## src/rtl/bomberman_pkg.sv

```systemverilog
// Shared constants and types for the bomberman datapath: screen geometry,
// ROM bank codes, the transparent colour and the draw_engine state encoding.
package bomberman_pkg;

    localparam int SCREEN_W = 160;
    localparam int SCREEN_H = 120;
    localparam int TILE     = 16;
    localparam int COLOUR_W = 9;

    localparam logic [COLOUR_W-1:0] KEY_COLOUR = 9'h1C7;

    typedef enum logic [1:0] {
        MS_TITLE = 2'd0,
        MS_STAGE = 2'd1,
        MS_WIN   = 2'd2,
        MS_TILE  = 2'd3
    } mem_sel_e;

    typedef enum logic [1:0] {
        DE_IDLE  = 2'd0,
        DE_RUN   = 2'd1,
        DE_DRAIN = 2'd2,
        DE_DONE  = 2'd3
    } de_state_e;

    // Job parameters captured when a draw request is accepted.
    typedef struct packed {
        logic [1:0] ms;
        logic [3:0] sprite;
        logic [7:0] x0;
        logic [6:0] y0;
        logic       black;
    } job_t;

endpackage

```

## src/rtl/pixel_scanner.sv

```systemverilog
// Raster col/row counter with programmable width/height; shared by the
// draw engine and the print-to-VGA path.
module pixel_scanner (
    input  logic       clock,
    input  logic       resetn,
    input  logic       clear,
    input  logic       advance,
    input  logic [7:0] w,
    input  logic [6:0] h,
    output logic [7:0] col,
    output logic [6:0] row,
    output logic       last
);

    logic [7:0] col_q, col_d;
    logic [6:0] row_q, row_d;
    logic       wrap;

    assign wrap = (col_q == w - 8'd1);
    assign last = wrap && (row_q == h - 7'd1);
    assign col  = col_q;
    assign row  = row_q;

    always_comb begin
        // NOTE: hold-value defaults first, so no path through this block leaves a latch.
        col_d = col_q;
        row_d = row_q;
        if (clear) begin
            col_d = '0;
            row_d = '0;
        end else if (advance) begin
            if (wrap) begin
                col_d = '0;
                row_d = last ? 7'd0 : row_q + 7'd1;
            end else begin
                col_d = col_q + 8'd1;
            end
        end
    end

    always_ff @(posedge clock or negedge resetn) begin
        // NOTE: non-blocking assignments keep every flop sampling pre-edge values.
        if (!resetn) begin
            col_q <= '0;
            row_q <= '0;
        end else begin
            col_q <= col_d;
            row_q <= row_d;
        end
    end

endmodule

```

## src/rtl/draw_engine.sv

```systemverilog
// Copies a full-screen background or one 16x16 tile from ROM into the frame
// buffer while copy_enable is held, then pulses finished for one cycle.
module draw_engine
    import bomberman_pkg::*;
(
    input  logic                clock,
    input  logic                resetn,
    input  logic                copy_enable,
    input  logic [1:0]          memory_select,
    input  logic [3:0]          sprite_id,
    input  logic [7:0]          dest_x,
    input  logic [6:0]          dest_y,
    input  logic                black,
    output logic [1:0]          src_bank,
    output logic [14:0]         src_addr,
    output logic                src_rd,
    input  logic [COLOUR_W-1:0] src_data,
    output logic [7:0]          fb_x,
    output logic [6:0]          fb_y,
    output logic [COLOUR_W-1:0] fb_colour,
    output logic                fb_we,
    output logic                busy,
    output logic                finished
);

    de_state_e  state_q, state_d;
    job_t       job_q, job_d;
    logic       wr_valid_q, wr_valid_d;
    logic [7:0] wcol_q, wcol_d;
    logic [6:0] wrow_q, wrow_d;

    logic       accept, run, tile, last;
    logic [7:0] col, w;
    logic [6:0] row, h;
    logic [14:0] base, offset;
    logic [8:0] sum_x;
    logic [7:0] sum_y;
    logic       clipped, keyed;

    assign accept = (state_q == DE_IDLE) && copy_enable;
    assign run    = (state_q == DE_RUN);
    assign tile   = (job_q.ms == MS_TILE);
    assign w      = tile ? 8'(TILE) : 8'(SCREEN_W);
    assign h      = tile ? 7'(TILE) : 7'(SCREEN_H);
    assign base   = {3'b000, job_q.sprite, 8'h00};
    assign offset = 15'(row) * 15'(w) + 15'(col);

    pixel_scanner u_scanner (
        .clock   (clock),
        .resetn  (resetn),
        .clear   (accept),
        .advance (run),
        .w       (w),
        .h       (h),
        .col     (col),
        .row     (row),
        .last    (last)
    );

    always_ff @(posedge clock or negedge resetn) begin
        if (!resetn) state_q <= DE_IDLE;
        else         state_q <= state_d;
    end

    always_comb begin
        state_d = state_q;
        unique case (state_q)
            DE_IDLE:  if (copy_enable) state_d = DE_RUN;
            DE_RUN:   if (!copy_enable) state_d = DE_IDLE;
                      else if (last)    state_d = DE_DRAIN;
            DE_DRAIN: state_d = copy_enable ? DE_DONE : DE_IDLE;
            DE_DONE:  state_d = DE_IDLE;
            default:  state_d = DE_IDLE;
        endcase
    end

    // Full-screen jobs latch a zero origin/sprite so the datapath needs no mode muxes.
    always_comb begin
        job_d = job_q;
        if (accept) begin
            job_d.ms     = memory_select;
            job_d.sprite = (memory_select == MS_TILE) ? sprite_id : 4'd0;
            job_d.x0     = (memory_select == MS_TILE) ? dest_x    : 8'd0;
            job_d.y0     = (memory_select == MS_TILE) ? dest_y    : 7'd0;
            job_d.black  = (memory_select == MS_TILE) && black;
        end
        wr_valid_d = run && copy_enable;
        wcol_d     = col;
        wrow_d     = row;
    end

    always_ff @(posedge clock or negedge resetn) begin
        if (!resetn) begin
            job_q      <= '0;
            wr_valid_q <= 1'b0;
            wcol_q     <= '0;
            wrow_q     <= '0;
        end else begin
            job_q      <= job_d;
            wr_valid_q <= wr_valid_d;
            wcol_q     <= wcol_d;
            wrow_q     <= wrow_d;
        end
    end

    // One extra bit on the coordinate sums so off-screen pixels clip instead of wrapping.
    assign sum_x   = {1'b0, job_q.x0} + {1'b0, wcol_q};
    assign sum_y   = {1'b0, job_q.y0} + {1'b0, wrow_q};
    assign clipped = (sum_x >= 9'(SCREEN_W)) || (sum_y >= 8'(SCREEN_H));
    assign keyed   = tile && !job_q.black && (src_data == KEY_COLOUR);

    // A dropped copy_enable kills the write already in the pipeline.
    always_comb begin
        src_bank  = job_q.ms;
        src_rd    = run;
        src_addr  = run ? base + offset : '0;
        fb_x      = wr_valid_q ? sum_x[7:0] : '0;
        fb_y      = wr_valid_q ? sum_y[6:0] : '0;
        fb_colour = (wr_valid_q && !job_q.black) ? src_data : '0;
        fb_we     = wr_valid_q && copy_enable && !keyed && !clipped;
        busy      = (state_q == DE_RUN) || (state_q == DE_DRAIN);
        finished  = (state_q == DE_DONE);
    end

endmodule

```

## config.mk

```make
export PLATFORM = sky130hd
export DESIGN_NAME = draw_engine
export DESIGN_NICKNAME = d
export VERILOG_FILES = /design/src/rtl/bomberman_pkg.sv /design/src/rtl/pixel_scanner.sv /design/src/rtl/draw_engine.sv
export SDC_FILE = /design/constraint.sdc
export NUM_CORES = 1
export LEC_CHECK = 0
export CORE_MARGIN = 1
export CORE_UTILIZATION = 40
export CTS_CLUSTER_DIAMETER = 30
export DETAILED_ROUTE_END_ITERATION = 6
export HOLD_SLACK_MARGIN = 0.06
export SLEW_MARGIN = 20
export SYNTH_ARGS = -nofsm -noshare
export SYNTH_HDL_FRONTEND = slang
export SYNTH_SLANG_ARGS = --single-unit
```

## constraint.sdc

```tcl
create_clock -name clock -period 5.35 [get_ports clock]
set_clock_uncertainty 0.1 [all_clocks]
set_input_delay 1.07 -clock clock [delete_from_list [all_inputs] [get_ports clock]]
set_output_delay 1.07 -clock clock [all_outputs]
set_load 0.005 [all_outputs]
```

==> run metrics <==
status complete, no violations; Post-synth EDFFs 0; FF-to-FF setup slack between 2 and 3 ns; Seq cells post-synth 55; Slew @ Worst Pin between 0.9 and 1 ns; Slew HR a little over a third; Ant. Diodes 0; Worst setup SP type flop; total power roughly 0.0016 W; RSZ-0062 raised after global routing no; highest-count cells in the layout ignoring fill and taps 73 x clkdlybuf4s50_1, 55 x dfrtp_1, 49 x ha_1, 38 x inv_1, 31 x nand2_1; die area between 10,000 and 15,000 um^2; Root Driver clkbuf_8; DRC 0; aggregate global routing overflow 0; P&R area growth vs syn 30.3%; largest buffer count on any clock path 2; Critical R2R Launch src_bank[0]$_DFFE_PN0P_; Max-Cap Viols 0; Int Pwr roughly 0.00098 W; Psw ~0.0006 W; pin count of the biggest net entering global routing 56; CTS tree done; Post-Syn Area per Cell 9.55 um^2; Gate power share between 40% and 50%; clk slew on worst S/H paths about 0.12 ns; Synth Flop Type dfrtp_1; Lkg Pwr 2.66 nW; Syn. warnings 0; Post-Route WL about 9800 um; Post-layout nets ~620; Yosys cell types 50; fin cells 657; worst hold endpoint wcol_q[0]$_DFF_PN0_; die height 103 um; vias per inst around 5; post-synth top area share about 34%; drt initial violations between 100 and 150; sequential-to-total area share from yosys stat between 30% and 40%; Worst VDD drop around 0.00013 V; min-delay worst type flop to flop; Worst Min Path Start u_scanner.col[0]$_DFFE_PN0P_; Detailed Place HPWL about 7400 um; maximum clock rate between 150 and 200 MHz; max-slew violation count 0; IO Count a little under 80; fraction of registers with async set/reset 100%; CTS buffer count 5; cell area after layout around 5300 um^2; first-pass GRT wire length around 16,000 um; initial antenna violation count 0; reg2reg path depth 9; Clock Latency Late Sink 0.32 ns; H-tree Lvls 2; CP Data Arrival Time around 4.0 ns; Flop pwr share a little under two fifths; Buffers on Ports 78; most common cell after layout, fill and taps aside clkdlybuf4s50_1; worst hold path depth 0; Mapped Nets between 500 and 600; Crit Path Max Fanout 7; number of global-route vias before repair approximately 3.3k; number of core rows 36; crit path kind flop to output pin; hold_buf cts 0; Pwr Density 297 nW/um^2; Placed Cells 646; switching power share of the total between 30% and 40%; DR WL/cell about 15 um; layout cells sized above 1 approximately a tenth; First-pass DRT Iterations 4; portion of total power attributed to the clock network 15.4%; fin crit period ~5.2 ns; final setup vio count 0; # clock sinks 55; reg-to-reg endpoint state_q[1]$_DFFE_PN0P_; Initial Utilization ~42%; Area contributors post-synth dfrtp_1 34%, ha_1 16%, fa_1 6.4%; filler instances roughly 930; chip width 103 um; GR Util All Layers between 10% and 20%; Core Area roughly 9800 um^2; CP Data Required Time between 4 and 5 ns; mapped cell area 4080 um^2; Post-Synthesis Cells roughly 430; Final GP Congestion just over 0.8; DP Area about 5100 um^2; Period Utilization, post-route between 90% and 100%; Worst Setup End Kind output pin; Fin. Hold Viols 0; DR vias 3,373; cell taking the most area after synthesis dfrtp_1; post-route ant nets 0
cells by family after synthesis:
group | Yosys count | synth area share [%]
xor gates and xnor gates | 14 | 3.01
and+or+nand+nor | 143 | 18.7
buffers and inverters | 53 | 5.34
muxes | 6 | 1.53
DFF | 55 | 33.8
AOI/OAI and AO/OA | 88 | 14.9
other | 2 | 0.184
adders and majority gates | 66 | 22.7
timing repair:
action / in CTS / in global routing
setup buffers: 1 / 2
setup endpoints to repair: 5 / 3
pin swaps: 4 / 8
gates resized for setup: 19 / 4
state kept, by name, summed over array words and instances (netlist names):
name	flops
u_scanner.col	8
job_q	16
u_scanner.row	7
wrow_q	7
base	4
state_q	2
wcol_q	8
src_bank	2
wr_valid_q	1
Yosys cell counts, types with 4 or more instances:
| library cell | count |
|---|---|
| a21o_1 | 8 |
| a21oi_1 | 24 |
| a22o_1 | 20 |
| and2_1 | 30 |
| and3_1 | 9 |
| clkbuf_1 | 7 |
| dfrtp_1 | 55 |
| fa_1 | 13 |
| ha_1 | 53 |
| inv_1 | 39 |
| mux2i_1 | 4 |
| nand2_1 | 31 |
| nand3_1 | 9 |
| nor2_1 | 28 |
| nor3_1 | 13 |
| o21ai_0 | 13 |
| or3_1 | 6 |
| xnor2_1 | 7 |
| xor2_1 | 7 |
critical path, stage by stage (launching register included):
cell,delay [ns]
dfrtp_1,0.37
and2_4,0.18
inv_8,0.05
and2_1,0.16
ha_1,0.27
ha_1,0.28
ha_1,0.30
fa_1,0.48
ha_1,0.32
buf_4,0.14
a21oi_1,0.22
o21ai_2,0.12
o41ai_2,0.27
xor2_1,0.19
nor2_1,0.05
dlygate4sd2_1,0.27
power by group through the flow:
stage	Combinational [W]	Sequential, W	Clock (W)
after floorplan	0.000433	0.000563	0
after global placement	0.000711	0.000587	0
after detailed placement	0.000722	0.000589	0
after CTS	0.000747	0.000581	0.000250
after global routing	0.000849	0.000593	0.000264
final	0.000754	0.000580	0.000243
worst max-delay path by stage:
stage | from | to | slack (ns) | cells after the start
floorplan | src_bank[0]$_DFFE_PN0P_ | src_addr[14] | 0.35 | 15
global route | src_bank[0]$_DFFE_PN0P_ | src_addr[13] | 0.02 | 15
finish | src_bank[0]$_DFFE_PN0P_ | src_addr[13] | 0.18 | 15
detailed placement | src_bank[0]$_DFFE_PN0P_ | src_addr[14] | -0.14 | 16
global placement | src_bank[0]$_DFFE_PN0P_ | src_addr[14] | 0.003 | 16
CTS | src_bank[0]$_DFFE_PN0P_ | src_addr[14] | 0.02 | 16
layer usage:
layer / wire (um) / GRT usage, % / up-vias
met1: 4730 / 26.9 / 1613
met2: 4560 / 33.1 / 85
met3: 387 / 2.24 / 9
li1: - / - / 1666
met4: 121 / 4.88 / 0
met5: 0 / 0 / -
area by class of cell:
class / count / area (um^2) / area share (%)
clock buffers: 5 / 68.8 / 1.30
inverters: 40 / 158 / 2.97
well taps: 133 / 166 / 3.13
multi-input cells: 319 / 2570 / 48.3
repair buffers: 102 / 951 / 17.9
clock inverters: 3 / 23.8 / 0.448
flip-flops and latches: 55 / 1380 / 25.9
metrics by stage:
stage	util [%]	TNS, ns	hold WS [ns]	worst slack (ns)
6_report	54.1	0	0.415	0.180
5_1_grt	54.1	0	0.430	0.0212
4_1_cts	53.7	0	0.399	0.0248
3_5_place_dp	52.0	-0.166	0.373	-0.137
3_3_place_gp	52.0	0	0.370	0.00265
2_1_floorplan	-	0	0.316	0.349
Note: power is estimated with default switching activity, not from simulation.
